$ cat config.mk
export PLATFORM = sky130hd
export DESIGN_NAME = apb_err_demux
export DESIGN_NICKNAME = d
export VERILOG_FILES = /design/src/rtl/apb_err_demux.sv
export SDC_FILE = /design/constraint.sdc
export NUM_CORES = 1
export LEC_CHECK = 0
export CAP_MARGIN = 20
export CORE_AREA = 5 5 132 134
export DETAILED_ROUTE_END_ITERATION = 10
export DIE_AREA = 0 0 137 139
export PLACE_DENSITY_LB_ADDON = 0.12
export SLEW_MARGIN = 20
export SYNTH_ARGS = -nofsm -noshare
export SYNTH_HDL_FRONTEND = slang
export SYNTH_SLANG_ARGS = --single-unit
$ cat constraint.sdc
create_clock -name clk_i -period 4.59 [get_ports clk_i]
set_clock_uncertainty 0.2 [all_clocks]
set_input_delay 1.1475 -clock clk_i [delete_from_list [all_inputs] [get_ports clk_i]]
set_output_delay 1.1475 -clock clk_i [all_outputs]
set_load 0.01 [all_outputs]
$ cat src/rtl/apb_err_demux.sv
// APB 1-to-N demultiplexer with address decode, decode-error response,
// access-phase watchdog and sticky error capture with an interrupt pulse.
// Forwarding is combinational. Only the transfer-tracking state and the
// error capture registers are clocked.
module apb_err_demux #(
    parameter int NrPorts       = 4,
    parameter int AddrWidth     = 32,
    parameter int DataWidth     = 32,
    parameter logic [NrPorts*AddrWidth-1:0] AddrBase = {
        32'h0003_0300, 32'h0003_0200, 32'h0003_0100, 32'h0003_0000},
    parameter logic [NrPorts*AddrWidth-1:0] AddrLast = {
        32'h0003_0400, 32'h0003_0300, 32'h0003_0200, 32'h0003_0100},
    parameter int TimeoutCycles = 16
) (
    input  logic                           clk_i,
    input  logic                           rst_i,
    input  logic                           s_psel_i,
    input  logic                           s_penable_i,
    input  logic                           s_pwrite_i,
    input  logic [AddrWidth-1:0]           s_paddr_i,
    input  logic [DataWidth-1:0]           s_pwdata_i,
    output logic [DataWidth-1:0]           s_prdata_o,
    output logic                           s_pready_o,
    output logic                           s_pslverr_o,
    output logic [NrPorts-1:0]             m_psel_o,
    output logic                           m_penable_o,
    output logic                           m_pwrite_o,
    output logic [AddrWidth-1:0]           m_paddr_o,
    output logic [DataWidth-1:0]           m_pwdata_o,
    input  logic [NrPorts*DataWidth-1:0]   m_prdata_i,
    input  logic [NrPorts-1:0]             m_pready_i,
    input  logic [NrPorts-1:0]             m_pslverr_i,
    output logic                           err_irq_o,
    output logic [1:0]                     err_cause_o,
    output logic [AddrWidth-1:0]           err_addr_o,
    input  logic                           err_clr_i
);

    localparam int SelW = (NrPorts > 1) ? $clog2(NrPorts) : 1;
    localparam int CntW = (TimeoutCycles > 0) ? $clog2(TimeoutCycles + 1) : 1;
    localparam logic [CntW-1:0] CntMax = CntW'(TimeoutCycles);

    localparam logic [1:0] CauseDecode  = 2'b01;
    localparam logic [1:0] CauseTimeout = 2'b10;

    typedef enum logic {ST_IDLE, ST_ACCESS} state_t;

    state_t              r_state;
    logic [SelW-1:0]     r_sel;
    logic                r_miss;
    logic [CntW-1:0]     r_cnt;
    logic                r_err_irq;
    logic [1:0]          r_err_cause;
    logic [AddrWidth-1:0] r_err_addr;

    logic [SelW-1:0]     w_dec_sel;
    logic                w_dec_miss;
    logic [SelW-1:0]     w_sel;
    logic                w_miss;
    logic                w_port_rdy;
    logic                w_port_err;
    logic [DataWidth-1:0] w_port_rdata;
    logic                w_err;
    logic [1:0]          w_cause;

    // Address decode; scanning downwards lets the lowest matching index win.
    always_comb begin
        w_dec_sel  = '0;
        w_dec_miss = 1'b1;
        for (int i = NrPorts - 1; i >= 0; i--) begin
            if ((s_paddr_i >= AddrBase[i*AddrWidth +: AddrWidth]) &&
                (s_paddr_i <  AddrLast[i*AddrWidth +: AddrWidth])) begin
                w_dec_sel  = SelW'(i);
                w_dec_miss = 1'b0;
            end
        end
    end

    // Live decode while idle, latched decode for the rest of the transfer.
    assign w_sel  = (r_state == ST_ACCESS) ? r_sel  : w_dec_sel;
    assign w_miss = (r_state == ST_ACCESS) ? r_miss : w_dec_miss;

    // One-hot select; held low while reset is asserted so a dropped transfer stops at once.
    always_comb begin
        m_psel_o = '0;
        for (int i = 0; i < NrPorts; i++) begin
            m_psel_o[i] = s_psel_i & ~w_miss & ~rst_i & (w_sel == SelW'(i));
        end
    end

    assign m_penable_o = s_penable_i;
    assign m_pwrite_o  = s_pwrite_i;
    assign m_paddr_o   = s_paddr_i;
    assign m_pwdata_o  = s_pwdata_i;

    // Response of the port latched for the current transfer.
    always_comb begin
        w_port_rdy   = 1'b0;
        w_port_err   = 1'b0;
        w_port_rdata = '0;
        for (int i = 0; i < NrPorts; i++) begin
            if (r_sel == SelW'(i)) begin
                w_port_rdy   = m_pready_i[i];
                w_port_err   = m_pslverr_i[i];
                w_port_rdata = m_prdata_i[i*DataWidth +: DataWidth];
            end
        end
    end

    // Upstream response: decode miss, then port completion, then watchdog expiry.
    always_comb begin
        s_pready_o  = 1'b0;
        s_pslverr_o = 1'b0;
        s_prdata_o  = '0;
        w_err       = 1'b0;
        w_cause     = 2'b00;
        if (r_state == ST_ACCESS) begin
            if (r_miss) begin
                s_pready_o  = 1'b1;
                s_pslverr_o = 1'b1;
                w_err       = 1'b1;
                w_cause     = CauseDecode;
            end else if (w_port_rdy) begin
                s_pready_o  = 1'b1;
                s_pslverr_o = w_port_err;
                s_prdata_o  = w_port_rdata;
            end else if ((TimeoutCycles != 0) && (r_cnt == CntMax)) begin
                s_pready_o  = 1'b1;
                s_pslverr_o = 1'b1;
                w_err       = 1'b1;
                w_cause     = CauseTimeout;
            end
        end
    end

    // Transfer tracking FSM: latches the decode at setup and counts stalled access cycles.
    always_ff @(posedge clk_i or posedge rst_i) begin
        if (rst_i) begin
            r_state <= ST_IDLE;
            r_sel   <= '0;
            r_miss  <= 1'b0;
            r_cnt   <= '0;
        end else begin
            case (r_state)
                ST_IDLE: begin
                    if (s_psel_i) begin
                        r_state <= ST_ACCESS;
                        r_sel   <= w_dec_sel;
                        r_miss  <= w_dec_miss;
                        r_cnt   <= '0;
                    end
                end
                ST_ACCESS: begin
                    if (s_pready_o) begin
                        r_state <= ST_IDLE;
                    end else if (r_cnt != CntMax) begin
                        r_cnt <= r_cnt + 1'b1;
                    end
                end
                default: r_state <= ST_IDLE;
            endcase
        end
    end

    // Sticky error capture; a new error takes precedence over a same-cycle clear.
    always_ff @(posedge clk_i or posedge rst_i) begin
        if (rst_i) begin
            r_err_irq   <= 1'b0;
            r_err_cause <= 2'b00;
            r_err_addr  <= '0;
        end else begin
            r_err_irq <= w_err;
            if (w_err) begin
                r_err_cause <= w_cause;
                r_err_addr  <= s_paddr_i;
            end else if (err_clr_i) begin
                r_err_cause <= 2'b00;
                r_err_addr  <= '0;
            end
        end
    end

    assign err_irq_o   = r_err_irq;
    assign err_cause_o = r_err_cause;
    assign err_addr_o  = r_err_addr;

endmodule

======== Word level (Yosys, flattened, before mapping) ========
Index checks and enable logic that the tools add are counted.
operators by class
  mux-type cells .......................... 50
  bitwise operators ....................... 9
  add/subtract/negate cells ............... 1
  magnitude comparators ................... 8
  equal/unequal tests ..................... 11
  reductions and logical operators ........ 9
operator list
  cell                                                                             count
  32-bit two-way mux                                                               9
  32-bit by 18-bit >= comparator with 1-bit output (second input constant)         4
  32-bit by 18-bit less-than comparator with 1-bit output (second input constant)  4
  1-bit two-way mux                                                                25
  2-bit two-way mux                                                                11
  5-bit two-way mux                                                                3
  5-bit one-hot mux with 2 select lines                                            1
  2-bit == test (second input constant)                                            4
  1-bit AND                                                                        6
  5-bit by 1-bit adder with 5-bit output (second input constant)                   1
  5-bit == test (second input constant)                                            1
  5-bit != test (second input constant)                                            1
  2-bit by 1-bit == test with 1-bit output (second input constant)                 2
  1-bit logical AND                                                                4
  2-bit zero test                                                                  2
  2-bit != test (second input constant)                                            2
  1-bit inverter                                                                   3
  3-bit AND reduction                                                              1
  2-bit by 1-bit != test with 1-bit output (second input constant)                 1
  1-bit one-hot mux with 2 select lines                                            1
  2-bit AND reduction                                                              1
  2-bit nonzero test                                                               1
word-level totals
  flip-flop bits (word level) ............. 44
  logic and storage cells ................. 95
  bits of input ports ..................... 206

======== Depth between registers and ports, before layout ========
Gate-level depths: netlist (run 1).
  depth in word-level cells ............... 11
  gate-level depth with buffers ........... 7
  gate-level depth less buffers ........... 6

======== Worst setup path after synthesis (run 1) ========
No wires, ideal clock.
  path kind ............................... input port to output port
  from .................................... input s_paddr_i[25]
  to ...................................... output m_psel_o[1]
  arrival time ............................ 2.572 ns
  cell stages on the path ................. 4
  required time ........................... 3.243 ns
  setup slack ............................. 0.670 ns
  path buffers ............................ 0
  cell sequence ........................... or4_1 nor4_1 a41oi_1 a21oi_1
between the ends
  longest elaborated chain between the ends .. 11
RTL lines
  what                                                                                                                                line    RTL
  from (decl)                                                                                                                         20      input logic [AddrWidth-1:0] s_paddr_i,
  32-bit by 18-bit >= comparator with 1-bit output / 32-bit by 18-bit less-than comparator with 1-bit output (equally long branches)  71, 72
  1-bit logical AND                                                                                                                   71      if ((s_paddr_i >= AddrBase[i*AddrWidth +: AddrWidth]) &&
  1-bit two-way mux (4 in a row)                                                                                                      71
  1-bit two-way mux                                                                                                                   81      assign w_miss = (r_state == ST_ACCESS) ? r_miss : w_dec_miss;
  1-bit inverter                                                                                                                      87      m_psel_o[i] = s_psel_i & ~w_miss & ~rst_i & (w_sel == SelW'(i));
  1-bit AND (2 in a row)                                                                                                              87
  1-bit AND (*)                                                                                                                       87
  to (decl)                                                                                                                           25      output logic [NrPorts-1:0] m_psel_o,
Every way passes the cells marked *; elsewhere a longest branch is shown, timed or not.

======== Worst setup path in the final report (run 1) ========
  from .................................... input s_paddr_i[13]
  to ...................................... output m_psel_o[2]
The elaborated chain is that of the path after synthesis.

==> reports/qor.txt, run 1 <==
outcome = finished clean
Filler cells = 1554
PnR worst setup slack = 86.3 ps
pwr/cell area = 187 mW/mm^2
routed len/inst = 20.0 um
CTS buffer count = 5
register area = 0.00110 sq mm
Worst Path Required = 3240 ps
worst hold path class = reg2reg
switching share of power = 23.0%
Netlist Area Pre-Place = 0.00364 sq mm
Placeable Area = 0.0162 sq mm
vias in the first global route = 3716
Clock Path Buffers = 2
DRC viols = 0
sequential fraction of the synthesis area = 30.2%
pre-CTS WS = -238 ps
Root Driver = clkbuf_16
GRT Total Usage = 15.4%
final worst path period need = 4500 ps
Iteration-0 DRC Markers = 98
Hold Vio Cnt, Final = 0
clk_lat worst skew = 280 ps
static leakage = 2.51 nW
Switch Pwr = 0.000281 W
multiplexer share of the synthesized area = 31.2%
detailed-route vias per instance = 4.39
largest net degree at the start of global routing = 45
post-route ant nets = 0
Seq pwr share = 35.2%
crit start category = primary input
die width = 137 um
most frequent cells after synthesis = 66 x buf_4, 65 x nor2b_1, 44 x dfrtp_1, 34 x mux4_2, 32 x mux2_2
area share of the largest cell type after synthesis = 30.2%
I/O pin cnt = 345
adder-cell share of the synthesized area = 0.687%
Cell Rows = 47
routability congestion estimate = 0.814
Internal = 0.000939 W
main combinational cell family by area after synthesis = multiplexers
via count = 3401
endpoints failing setup = 0
share of layout cells above drive strength 1 = 20.0%
Final nets = 762
max-cap violation count = 0
total chip power = 0.00122 W
Post-Synth XOR/XNOR Area = 0%
n_diodes = 0
Total Die Area = 0.0190 sq mm
Synth Instances = 329
Synth Area in Compound Gates = 3.30%
maximum vdd drop = 146 uV
Post CTS Setup Buffer Count = 0
Final period util = 98.1%
Post-synth EDFFs = 0
H-tree depth = 2
total congestion overflow = 0
Crit-path slowest cell = or4_4
count leader, synth = buf_4
First-pass DRT Iterations = 4
worst slew pin tran = 801 ps
FMAX = 222 MHz
Clk pwr share = 33.2%
hold_ws = 325 ps
simple-gate share of the synthesized area = 17.9%
commonest register cell after synthesis = dfrtp_1
crit-path max FO = 4
Slew HR = 46.6%
crit path cell chain = clkdlybuf4s50_1 -> or4_4 -> nor4_4 -> buf_4 -> buf_4 -> a41o_1 -> a21oi_1 -> dlygate4sd2_1
critical path type = in2out
Reg clk slew, reported paths = 60 ps
Area contributors post-synth = dfrtp_1 30%, mux4_2 21%, buf_4 14%, nor2b_1 11%, mux2_2 9.9%
CP most frequent cell = buf_4
area leader, netlist = dfrtp_1
Avg Cell Area, Syn = 11.1 sq um
initial antenna violation count = 0
critical path data arrival time = 3160 ps
Total Wirelength = 15.5 mm
yosys warns = 0
Hold Buf Count CTS = 0
Yosys cell types = 38
Final HPWL DP = 12.6 mm
Final Max Tran Viols = 0
first-pass GRT wire length = 22.5 mm
crit-path leading delay family = buffers and inverters
Crit. End Element = output port
Layout area overhead = 79.4%
Crit path buffers/inverters = 4
Synthesized Nets = 537
Die Y = 139 um
ys async rst share = 100%
power share of the combinational group = 31.6%
Sink Count = 44
Largest stage delay, worst path = 560 ps
TritonCTS clock tree = yes
Port Buf Inserts = 276
Initial Util = 22.5%
FF+latch count, synth = 44
footprint of the multi-input gates = 0.00198 sq mm
cells in the final DEF, fill, tap and decap left out, drive strengths merged, types with 2 or more instances in the layout:
cell / n
inv: 5
a22o: 2
and2: 2
nand4b: 2
buf: 29
mux4: 34
nor2: 3
dfrtp: 44
o21ai: 2
nor3: 3
dlygate4sd2: 4
a21oi: 6
mux2: 32
clkinv: 2
nand3: 7
clkdlybuf4s50: 271
nand2: 9
clkbuf: 6
or3: 3
nand2b: 3
ha: 2
or4: 4
nor2b: 65
stage by stage:
step | instance area (sq um) | util [%] | cells | setup TNS, ps
after floorplan | 3640 | - | 329 | 0
after global placement | 6330 | 39.2 | 767 | -590
after detailed placement | 6330 | 39.2 | 767 | -888
after CTS | 6500 | 40.2 | 775 | 0
after global routing | 6530 | 40.4 | 775 | -37.8
final | 6530 | 40.4 | 775 | 0
power by group through the flow:
stage               clock network, W  logic, W  registers, W
floorplan                          0  0.000149      0.000447
global placement                   0  0.000386      0.000436
detailed placement                 0  0.000387      0.000437
CTS                         0.000419  0.000391      0.000430
global route                0.000435  0.000411      0.000433
finish                      0.000405  0.000385      0.000430
final cells by class:
class | instances | share of cell area, %
timing repair buffer | 304 | 45.8
clock buffer | 6 | 1.97
sequential | 44 | 16.9
inverter | 6 | 0.364
tap | 220 | 4.21
multi-input combinational | 193 | 30.3
clock inverter | 2 | 0.536
registers in the layout (all words and copies together) (netlist names):
register and flops:
err_irq_o 1, err_addr_o 32, r_sel 2, r_state 1, err_cause_o 2, r_miss 1
r_cnt 5
cells by family (layout without fill, tap and decap cells):
logic type | Yosys count | in the layout
compound gates | 17 | 17
fa+ha+maj | 2 | 2
buf+inv | 92 | 318
flops | 44 | 44
mux | 67 | 67
simple gates | 107 | 107
layer usage:
metal	global-route usage (%)	up-vias	part of all wire, %
met4	2.89	0	0.82
met2	25.6	219	47
met5	0	-	0
met1	17.5	1617	37
li1	-	1555	-
met3	8.24	10	15
path summary, 6_finish.rpt:
check	to	startpoint	cells past startpoint	slack, ps
hold / removal	err_cause_o[0]	err_cause_o[0]	1	320
hold reg to reg	err_cause_o[0]	err_cause_o[0]	1	320
min in group asynchronous	r_cnt[4]	rst_i	2	1120
setup reg to reg	err_addr_o[5]	r_sel[0]	6	2070
max in group asynchronous	r_sel[0]	rst_i	2	2540
setup / recovery	m_psel_o[2]	s_paddr_i[13]	8	90
repair_timing:
| action | in CTS | in global routing |
|---|---|---|
| pin swaps | 1 | 2 |
| endpoints found under the hold margin | 0 | 0 |
| resized for setup | 5 | 6 |
| setup endpoints to repair | 4 | 4 |
Note: power is estimated with default switching activity, not from simulation.
==> run 2: changes to the inputs <==
--- a/config.mk
+++ b/config.mk
@@ -6,9 +6,10 @@
 export NUM_CORES = 1
 export LEC_CHECK = 0
 export CAP_MARGIN = 20
-export CORE_AREA = 5 5 132 134
+export CORE_AREA = 2 2 133 135
 export DETAILED_ROUTE_END_ITERATION = 10
-export DIE_AREA = 0 0 137 139
+export DIE_AREA = 0 0 135 137
+export GPL_ROUTABILITY_DRIVEN = 0
 export PLACE_DENSITY_LB_ADDON = 0.12
 export SLEW_MARGIN = 20
 export SYNTH_ARGS = -nofsm -noshare
==> run 2 against run 1 <==
Compared with the run above:
- combinational power hardly changed
- maximum frequency is 0.65% higher
- critical path depth is 1 lower
- cell count is 0.77% higher
- total power is 3.1% lower
- critical path type unchanged
- core utilization is 2.2 points lower
- largest power group unchanged
- register-to-register slack worse by 150 ps
- hold slack worse by 10 ps
==> reports/qor.txt, run 2 (synthesis results as in run 1) <==
final worst path period need = 4470 ps (was 4500 ps)
H-tree depth = 2 (unchanged)
Sink Count = 44 (unchanged)
post-route cell area = 0.00651 sq mm (was 0.00653 sq mm)
Layout area overhead = 78.7% (was 79.4%)
maximum vdd drop = 139 uV (was 146 uV)
clk_lat worst skew = 290 ps (was 280 ps)
Initial Util = 21.4% (was 22.5%)
Total Die Area = 0.0185 sq mm (was 0.0190 sq mm)
Reg clk slew, reported paths = 60 ps (about the same)
outcome = finished clean (unchanged)
endpoints failing setup = 0 (unchanged)
I/O pin cnt = 345 (unchanged)
Cell Rows = 48 (was 47)
Hold Vio Cnt, Final = 0 (unchanged)
GRT Total Usage = 15.5% (was 15.4%)
Iteration-0 DRC Markers = 83 (was 98)
detailed-route vias per instance = 4.41 (was 4.39)
DRC viols = 0 (unchanged)
most frequent cells in the layout = 272 x clkdlybuf4s50_1, 65 x nor2b_1, 42 x dfrtp_1, 34 x mux4_2, 32 x mux2_2 (was 271 x clkdlybuf4s50_1, 65 x nor2b_1, 43 x dfrtp_1, 34 x mux4_2, 32 x mux2_2)
Clock Path Buffers = 2 (unchanged)
largest net degree at the start of global routing = 45 (unchanged)
TritonCTS clock tree = yes (unchanged)
static leakage = 2.47 nW (was 2.51 nW)
pwr/cell area = 182 mW/mm^2 (was 187 mW/mm^2)
cell area after placement = 0.00633 sq mm (about the same)
PnR worst setup slack = 115 ps (was 86.3 ps)
Placed Cells = 772 (was 767)
GRT met2 Usage = 26.4% (was 25.6%)
CTS buffer count = 5 (unchanged)
total congestion overflow = 0 (unchanged)
hold_ws = 315 ps (was 325 ps)
first-pass GRT wire length = 21.7 mm (was 22.5 mm)
crit start category = primary input (unchanged)
Final nets = 763 (was 762)
share of layout cells above drive strength 1 = 20.0% (about the same)
crit-path max FO = 5 (was 4)
M3 GR Usage = 6.44% (was 8.24%)
critical path type = in2out (unchanged)
fin cells = 781 (was 775)
First-pass DRT Iterations = 4 (unchanged)
Final period util = 97.5% (was 98.1%)
Final HPWL DP = 12.0 mm (was 12.6 mm)
Final Max Tran Viols = 0 (unchanged)
routing usage on met1 = 18.4% (was 17.5%)
pre-CTS WS = -169 ps (was -238 ps)
max FFs per register = 32 (unchanged)
worst slew pin tran = 581 ps (was 801 ps)
via count = 3445 (was 3401)
Total Wirelength = 14.9 mm (was 15.5 mm)
vias in the first global route = 3654 (was 3716)
n_diodes = 0 (unchanged)
Crit-path slowest cell = or4_1 (was or4_4)
Crit path buffers/inverters = 3 (was 4)
Placeable Area = 0.0171 sq mm (was 0.0162 sq mm)
Hold Buf Count CTS = 0 (unchanged)
commonest non-fill, non-tap cell in the layout = clkdlybuf4s50_1 (unchanged)
setup TNS = 0 ps (unchanged)
Slew HR = 60.7% (was 46.6%)
max-cap violation count = 0 (unchanged)
critical path data arrival time = 3130 ps (was 3160 ps)
FMAX = 223 MHz (was 222 MHz)
initial antenna violation count = 0 (unchanged)
Crit. End Element = output port (unchanged)
crit path cell chain = clkdlybuf4s50_1 -> or4_1 -> nor4_2 -> buf_4 -> nand4b_1 -> a21oi_1 -> dlygate4sd2_1 (was clkdlybuf4s50_1 -> or4_4 -> nor4_4 -> buf_4 -> buf_4 -> a41o_1 -> a21oi_1 -> dlygate4sd2_1)
Post CTS Setup Buffer Count = 0 (unchanged)
die width = 135 um (was 137 um)
post-route ant nets = 0 (unchanged)
Root Driver = clkbuf_16 (unchanged)
Port Buf Inserts = 276 (unchanged)
routed len/inst = 19.1 um (was 20.0 um)
crit-path leading delay family = simple AND/OR/NAND/NOR gates (was buffers and inverters)
most used routing layer = met2 (unchanged)
Worst Path Required = 3240 ps (about the same)
Largest stage delay, worst path = 550 ps (was 560 ps)
worst hold path class = reg2reg (unchanged)
Die Y = 137 um (was 139 um)
==> run 2: cell count changes in the layout (fill, tap and decap cells not counted), moves of 2 or more <==
| cell | before | now |
|---|---|---|
| clkinv_2 | 2 | 0 |
| or4_1 | 2 | 4 |
| dlygate4sd2_1 | 4 | 2 |
| or4_4 | 2 | 0 |
==> run 2: layout make-up <==
type,count,area (sq um)
Fill cell,1666,10500
Timing Repair Buffer,305,3000
Multi-Input combinational cell,193,1950
Sequential cell,44,1100
Tap cell,225,282
Clock buffer,7,143
Inverter,6,22.5
Clock inverter,1,7.51
==> run 2: what timing repair did <==
item,in CTS,in global routing
setup endpoints to repair,4,4
pin swaps,0,2
gates cloned,0,0
gates resized for setup,5,5
==> run 2: path summary, 6_finish.rpt <==
kind,startpoint,slack (ps),cells past startpoint,to
setup / recovery,s_paddr_i[13],120,7,m_psel_o[0]
hold reg to reg,r_cnt[3],310,1,r_cnt[3]
setup reg to reg,r_sel[0],1920,6,err_addr_o[19]
max in group asynchronous,rst_i,2740,3,r_sel[1]
min in group asynchronous,rst_i,960,2,err_addr_o[29]
hold / removal,r_cnt[3],310,1,r_cnt[3]
==> run 2: power by group <==
part           total, W  internal, W  switching (W)
clock          0.000367     0.000217       0.000150
sequential     0.000430     0.000415      0.0000148
combinational  0.000385     0.000270       0.000115
total           0.00118     0.000901       0.000280
==> run 2: worst register-to-register path, cell delays in order (launching register included) <==
cell	delay, ps
dfrtp_2	650
mux4_2	660
and2b_1	250
buf_4	130
o21ai_4	40
buf_4	290
mux2_2	350
==> run 2: metrics by stage <==
step | total power [W] | utilization, %
after detailed placement | 0.000822 | 37.1
after CTS | 0.00120 | 38.0
final | 0.00118 | 38.2
after floorplan | 0.000596 | -
after global routing | 0.00125 | 38.2
after global placement | 0.000821 | 37.1
==> run 2: layer usage <==
layer / up-vias / routed length [um]
met1: 1666 / 5860
met3: 11 / 1740
li1: 1558 / -
met4: 0 / 149
met2: 210 / 7190
met5: - / 0
